[src/rtl/vblank_access_arbiter.sv]
// Round-robin arbiter granting the shared display-update resource only inside vertical blanking.
// Define VBLANK_ARB_TIMEOUT_EN to enable the per-burst timeout and the remaining-budget check.
module vblank_access_arbiter #(
  parameter int N_REQ         = 4,
  parameter int MAX_BURST     = 1024,
  parameter int VBLANK_CYCLES = 29000,
  parameter int GAP_CYCLES    = 2
) (
  input  logic             pclk,
  input  logic             rst,
  input  logic             vblnk,
  input  logic [N_REQ-1:0] req,
  input  logic [N_REQ-1:0] done,
  input  logic             overrun_clr,
  output logic [N_REQ-1:0] grant,
  output logic             busy,
  output logic             window,
  output logic             frame_tick,
  output logic             overrun,
  output logic [2:0]       overrun_id
);

  localparam int PW = (N_REQ > 1) ? $clog2(N_REQ) : 1;
  localparam int GW = (GAP_CYCLES > 1) ? $clog2(GAP_CYCLES) : 1;

  typedef enum logic [1:0] {S_IDLE, S_ARB, S_GRANT, S_GAP} state_t;

  state_t           r_state, w_state_nxt;
  logic             r_vblnk_s, r_vblnk_d;
  logic [PW-1:0]    r_ptr, r_owner, w_win, w_idx;
  logic [GW-1:0]    r_gap;
  logic [N_REQ-1:0] r_grant;
  logic             r_busy, r_window, r_tick, r_overrun;
  logic [2:0]       r_ov_id;
  logic             w_rise, w_fall, w_found, w_done_hit;
  logic             w_do_grant, w_release, w_timeout, w_budget_ok, w_to_fire, w_ov_set;

  // Edges come from the registered sample, so window opens one cycle after vblnk is first seen.
  assign w_rise     = r_vblnk_s & ~r_vblnk_d;
  assign w_fall     = ~r_vblnk_s & r_vblnk_d;
  assign w_done_hit = |(done & r_grant);

`ifdef VBLANK_ARB_TIMEOUT_EN
  localparam int BW = (MAX_BURST > 1) ? $clog2(MAX_BURST) : 1;
  logic [BW-1:0] r_burst;
  logic [15:0]   r_budget;

  assign w_timeout   = (r_burst == BW'(MAX_BURST - 1));
  assign w_budget_ok = (r_budget >= 16'(MAX_BURST));

  always_ff @(posedge pclk) begin
    if (rst) begin
      r_burst  <= '0;
      r_budget <= '0;
    end else begin
      if (w_do_grant)             r_burst <= '0;
      else if (r_state == S_GRANT) r_burst <= r_burst + 1'b1;
      if (w_rise)                           r_budget <= 16'(VBLANK_CYCLES);
      else if (r_window && r_budget != '0)  r_budget <= r_budget - 1'b1;
    end
  end
`else
  logic w_unused_cfg;
  assign w_timeout    = 1'b0;
  assign w_budget_ok  = 1'b1;
  // Burst and budget limits only shape the timeout build.
  assign w_unused_cfg = (MAX_BURST > 0) ^ (VBLANK_CYCLES > 0);
`endif

  // NOTE: every always_comb output gets a default first so no path leaves a latch behind.
  always_comb begin
    w_found = 1'b0;
    w_win   = '0;
    w_idx   = '0;
    for (int k = 0; k < N_REQ; k++) begin
      w_idx = PW'((int'(r_ptr) + k) % N_REQ);
      if (!w_found && req[w_idx]) begin
        w_found = 1'b1;
        w_win   = w_idx;
      end
    end
  end

  always_comb begin
    w_state_nxt = r_state;
    w_do_grant  = 1'b0;
    w_release   = 1'b0;
    if (w_fall) begin
      w_state_nxt = S_IDLE;
    end else begin
      case (r_state)
        S_IDLE:  if (w_rise) w_state_nxt = S_ARB;
        S_ARB:   if (w_found && w_budget_ok) begin
                   w_do_grant  = 1'b1;
                   w_state_nxt = S_GRANT;
                 end
        S_GRANT: if (w_done_hit || w_timeout) begin
                   w_release   = 1'b1;
                   w_state_nxt = S_GAP;
                 end
        S_GAP:   if (r_gap == GW'(GAP_CYCLES - 1)) w_state_nxt = S_ARB;
        default: w_state_nxt = S_IDLE;
      endcase
    end
  end

  // A completed burst wins over a simultaneous timeout; window close always reports a held grant.
  assign w_to_fire = (r_state == S_GRANT) && w_timeout && !w_done_hit;
  assign w_ov_set  = w_fall ? (|r_grant) : w_to_fire;

  // NOTE: state is updated with non-blocking assignments so every register sees pre-edge values.
  always_ff @(posedge pclk) begin
    if (rst) begin
      r_state   <= S_IDLE;
      r_vblnk_s <= 1'b0;
      r_vblnk_d <= 1'b0;
      r_ptr     <= '0;
      r_owner   <= '0;
      r_gap     <= '0;
      r_grant   <= '0;
      r_busy    <= 1'b0;
      r_window  <= 1'b0;
      r_tick    <= 1'b0;
      r_overrun <= 1'b0;
      r_ov_id   <= '0;
    end else begin
      r_state   <= w_state_nxt;
      r_vblnk_s <= vblnk;
      r_vblnk_d <= r_vblnk_s;
      r_window  <= (w_state_nxt != S_IDLE);
      r_tick    <= (r_state == S_IDLE) && w_rise;
      r_gap     <= (r_state == S_GAP) ? r_gap + 1'b1 : '0;
      if (w_fall || w_release) begin
        r_grant <= '0;
        r_busy  <= 1'b0;
      end else if (w_do_grant) begin
        r_grant <= N_REQ'(1) << w_win;
        r_busy  <= 1'b1;
        r_owner <= w_win;
        r_ptr   <= (w_win == PW'(N_REQ - 1)) ? '0 : w_win + 1'b1;
      end
      if (w_ov_set) begin
        r_overrun <= 1'b1;
        r_ov_id   <= 3'(r_owner);
      end else if (overrun_clr) begin
        r_overrun <= 1'b0;
      end
    end
  end

  assign grant      = r_grant;
  assign busy       = r_busy;
  assign window     = r_window;
  assign frame_tick = r_tick;
  assign overrun    = r_overrun;
  assign overrun_id = r_ov_id;

endmodule

[config.mk]
export PLATFORM = sky130hd
export DESIGN_NAME = vblank_access_arbiter
export DESIGN_NICKNAME = d
export VERILOG_FILES = /design/src/rtl/vblank_access_arbiter.sv
export SDC_FILE = /design/constraint.sdc
export NUM_CORES = 1
export LEC_CHECK = 0
export ABC_AREA = 1
export CORE_MARGIN = 1.5
export CORE_UTILIZATION = 49
export CTS_CLUSTER_DIAMETER = 40
export CTS_CLUSTER_SIZE = 10
export DETAILED_ROUTE_END_ITERATION = 7
export PLACE_DENSITY_LB_ADDON = 0.3
export SLEW_MARGIN = 20
export SYNTH_ARGS = -nofsm -noshare
export SYNTH_HDL_FRONTEND = slang
export SYNTH_SLANG_ARGS = --single-unit
[constraint.sdc]
create_clock -name pclk -period 2.3 [get_ports pclk]
set_input_delay 0.69 -clock pclk [delete_from_list [all_inputs] [get_ports pclk]]
set_output_delay 0.69 -clock pclk [all_outputs]
set_load 0.005 [all_outputs]
* Yosys cells after proc, flatten, opt, wreduce, memory -nomap -nowiden
Cells that the tools add are included.
Cells by class: eq/ne operators 4, $lt $le $gt $ge 4, multiplexer cells 32, bitwise logic cells 7, shift operators 1, reduce and logical (&&, ||, !) cells 16, $add $sub $neg 5
Operators by type and width (number):
- 2-to-1 mux 2 bit | 10
- 2-to-1 mux 1 bit | 17
- < comparator 2 x 3 -> 1 bit, second input constant | 4
- binary-select mux 1 bit (select 2 bit) | 4
- case mux 2 bit (4 select lines) | 1
- OR reduction 4 bit | 2
- equality test 2 bit, second input constant | 3
- adder 2 x 1 -> 2 bit, second input constant | 2
- adder 2 bit, second input constant | 2
- AND 4 bit | 1
- logical AND 1 bit | 4
- NOT 1 bit | 4
- nonzero test 2 bit | 2
- OR reduction 2 bit | 2
- left shift 1 x 2 -> 4 bit, first input constant | 1
- zero test 1 bit | 3
- AND 1 bit | 2
- equality test 2 x 1 -> 1 bit, second input constant | 1
- zero test 2 bit | 1
- AND reduction 2 bit | 1
- adder 1 bit, second input constant | 1
- logical OR 1 bit | 1
Word-level totals: logic and storage cells 81, flip-flop bits (word level) 19, output and inout port bits 11, bits of input ports 12

* Depth between registers and ports, before layout
depth after elaboration 16, gate-level depth with buffers 13, gate-level depth less buffers 13

* Least setup slack after synthesis
Ideal clock, no wire load.
path kind input to register, from in req[3], to reg r_ptr[1], setup time 0.132 ns, data arrival time 1.776 ns, slack 0.392 ns, stages 12, path through inv_1 -> nand2_1 -> nand2_1 -> nand2_1 -> o21ai_1 -> nand3b_1 -> nand3_1 -> nand2_1 -> inv_1 -> ha_1 -> nand2_1 -> a21oi_1
On the way: elaborated cells between the ends (all ways) 29, those cells by class 1 x add/sub; 1 x eq/ne; 20 x mux; 7 x reduce/logical
RTL lines:
- start: declaration | line 12 | input logic [N_REQ-1:0] req,
- binary-select mux 1 bit (select 2 bit) | line 77 | if (!w_found && req[w_idx]) begin
- 2-to-1 mux 1 bit (implied by the code) | line 77
- 2-to-1 mux 1 bit | line 77
- zero test 1 bit | line 77
- logical AND 1 bit | line 77
- 2-to-1 mux 1 bit | line 77
- zero test 1 bit | line 77
- logical AND 1 bit | line 77
- 2-to-1 mux 1 bit | line 77
- zero test 1 bit | line 77
- logical AND 1 bit | line 77
- 2-to-1 mux 2 bit * | line 77
- named net w_win[1] | line 30 | logic [PW-1:0] r_ptr, r_owner, w_win, w_idx;
- adder 2 x 1 -> 2 bit or equality test 2 bit (tied branches) | line 140 | r_ptr <= (w_win == PW'(N_REQ - 1)) ? '0 : w_win + 1'b1;
- 2-to-1 mux 2 bit * | line 140
- end signal: assignment | line 140
- end: declaration | line 30
The timed path passes the listed nets; every way through them passes the cells marked *. The select of a mux whose other input is x is not followed. A chain may end at the register's enable or synchronous reset.

* Worst setup path after layout
from in req[2], to reg r_grant[1] (netlist: grant[1])
On the way: elaborated cells between the ends (all ways) 26, those cells by class 1 x shift; 19 x mux; 6 x reduce/logical
RTL lines:
- binary-select mux 1 bit (select 2 bit) | line 77
- 2-to-1 mux 1 bit (implied by the code) | line 77
- 2-to-1 mux 1 bit | line 77
- zero test 1 bit | line 77
- logical AND 1 bit | line 77
- 2-to-1 mux 1 bit | line 77
- zero test 1 bit | line 77
- logical AND 1 bit | line 77
- 2-to-1 mux 1 bit | line 77
- zero test 1 bit | line 77
- logical AND 1 bit | line 77
- 2-to-1 mux 2 bit * | line 77
- named net w_win[0] | line 30
- left shift 1 x 2 -> 4 bit * | line 137 | r_grant <= N_REQ'(1) << w_win;
- end signal: assignment | line 137
- end: declaration | line 32 | logic [N_REQ-1:0] r_grant;
Marked as above.

==> impl_results.md <==
* Run status: finished, final reports clean
* Crit path buf inv count at 3
* CTS tree: built
* Startpoint Class: input port
* First-pass GRT wire length at 4140 um
* Via density at 4.99
* Height of the die at 49.6 um
* Core Region at 2000 um^2
* Total power divided by cell area at 526 nW/um^2
* Hold WC Path Type: reg -> reg
* Count of different cell masters after synthesis at 25
* Die W at 49.6 um
* Synthesized Nets at 173
* Antenna violations before repair at 0
* Post-Place Worst Slack at -0.130 ns
* Vias in the first global route at 1,019
* Port-buffer cells at 21
* Dpl cell area at 1340 um^2
* Critical Path, Cell by Cell: clkdlybuf4s50_1, inv_1, nand2_1, nand3_1, nand2_2, nor2_4, nand3_4, nand2_1, nor2_1, buf_4, ha_1, nand2_1, a21oi_1
* Post-CTS Setup Repair Bufs at 0
* Hold buffers post-CTS at 0
* Critical Path RT at 2.52 ns
* Slowest stage cell on the critical path: clkdlybuf4s50_1
* HPWL after detailed placement at 1800 um
* Die area at 2460 um^2
* Final Skew at 0.00823 ns
* Clock Sinks at 19
* Leakage at 0.664 nW
* Io pins at 23
* CP Class: in -> reg
* Routability cong. at 0.872
* 1st-iter DRT viols at 32
* Deepest clock path buffer count at 2
* Register area share after synthesis at 35.7%
* Area occupied by multi-input gates at 577 um^2
* Worst vdd ir at 0.000363 V
* Crit-path leading delay family: simple AND/OR/NAND/NOR gates
* Reg area at 380 um^2
* Largest net degree at the start of global routing at 12
* Final WL at 2350 um
* Post-synth top area cell: dfxtp_1
* CP Capture Type: flip-flop
* Post-synth top area share at 35.7%
* Area contributors post-synth: dfxtp_1, nand2_1, inv_1
* Clk Latency, worst-skew pair at 0.31 ns
* Most frequent cells in the layout: nand2_1, clkdlybuf4s50_1, inv_1
* Total CTS buffers at 3
* CP max stage delay at 0.43 ns
* Resized cells post-CTS at 0
* Final worst slack at 0.170 ns
* Mapped Cells at 157
* RSZ-0062 raised after global routing: false
* Cell Area, Synth at 1060 um^2
* Maximum fanout along the worst path at 4
* Yosys Warn Count at 0
* Clock Root Buffer: clkbuf_4
* Final Hold Vio Count at 0
* Leading cell type in the layout, fill and taps excluded: nand2_1
* Final core occ at 68.4%
* Most used cell, CP: nand2_1
* Final nets at 203
* Peak Freq at 469 MHz
* Yosys reg bits at 19
* Slew Limit Fails at 0
* # rows at 16
* # diodes at 0
* # fillers at 175
* GRT Total Usage at 21.7%
* Post-route cell area at 1370 um^2
* DR pass1 iterations at 4
* Wire per inst at 11.0 um
* Area delta synth->final at 28.7%
* Initial core utilization at 53.2%
* DRC Markers at 0
* Tmin final at 2.13 ns
* Total grt overflow at 0
* Critical path data arrival time at 2.35 ns
* Post-synthesis average cell area at 6.78 um^2
* Remaining antenna violation count at 0
* Max cap viols at 0
* Routed via count at 1,062
* H-tree levels at 1
* Setup Viol. Count Final at 0
* Fraction of layout cells with a size suffix above 1 at 14.0%
* Tcrit/Tclk final at 92.6%
* Reg clk slew, reported paths at 0.12 ns
cells in the mapped netlist:
library cell / number
o21ai_0: 2
dfxtp_1: 19
inv_2: 2
nor2_1: 10
clkbuf_1: 1
nor4_1: 2
a22o_1: 2
o211ai_1: 1
conb_1: 1
o21ai_1: 1
nand3_1: 9
nand3_4: 2
nor3_1: 1
nand2_2: 8
a21o_1: 1
nor2_4: 1
nand2_1: 52
buf_4: 1
ha_1: 4
buf_6: 1
nand3b_1: 1
inv_4: 1
nand4_1: 2
a21oi_1: 12
inv_1: 20
logic make-up (layout without fill, tap and decap cells):
| group | count (synthesis) | in the layout | share of synthesized area [%] |
|---|---|---|---|
| AO/OA/AOI/OAI | 19 | 19 | 10.1 |
| adder cells (fa/ha/maj) | 4 | 4 | 4.70 |
| buffers and inverters | 26 | 55 | 10.5 |
| flip-flops | 19 | 19 | 35.7 |
| other | 1 | 1 | 0.352 |
| AND/OR/NAND/NOR | 88 | 88 | 38.7 |
cell type report:
cell class	instances	area share, %
clock inverter	1	0.365
multi-input combinational	112	42.1
timing repair buffer	28	19.2
tap	27	2.47
inverter	23	6.48
sequential	19	27.8
clock buffer	3	1.64
per-stage QoR:
step | hold WS (ns) | instances | power [W] | TNS, ns
global route | 0.461 | 213 | 0.000761 | 0
floorplan | 0.401 | 157 | 0.000475 | 0
detailed placement | 0.414 | 209 | 0.000545 | -0.585
CTS | 0.431 | 213 | 0.000721 | 0
finish | 0.430 | 213 | 0.000720 | 0
global placement | 0.414 | 209 | 0.000539 | -0.186
state kept, by name (all words and copies together) (netlist names):
register,count
overrun,1
window,1
r_vblnk_d,1
r_gap,1
r_vblnk_s,1
grant,4
frame_tick,1
overrun_id,2
r_owner,2
busy,1
r_state,2
r_ptr,2
per-layer routing:
| metal | wire [um] | up-vias | GRT usage [%] |
|---|---|---|---|
| li1 | - | 553 | - |
| met2 | 1160 | 28 | 38.4 |
| met5 | 0 | - | 0 |
| met3 | 94 | 5 | 2.73 |
| met1 | 1050 | 476 | 25.7 |
| met4 | 45 | 0 | 10.2 |
power breakdown:
| group | switching [W] | internal [W] | total, W |
|---|---|---|---|
| sequential | 0.00000922 | 0.000342 | 0.000351 |
| combinational | 0.000106 | 0.0000859 | 0.000192 |
| clock | 0.000112 | 0.0000651 | 0.000177 |
final timing paths:
check,start,to,slack [ns],cells past startpoint
worst max-delay path,req[2],grant[1],0.17,13
worst min register to register,r_gap,r_gap,0.43,1
worst min-delay path,r_gap,r_gap,0.43,1
worst max register to register,r_ptr[0],grant[1],0.40,12
No activity file was read; power rests on OpenSTA's default activity.
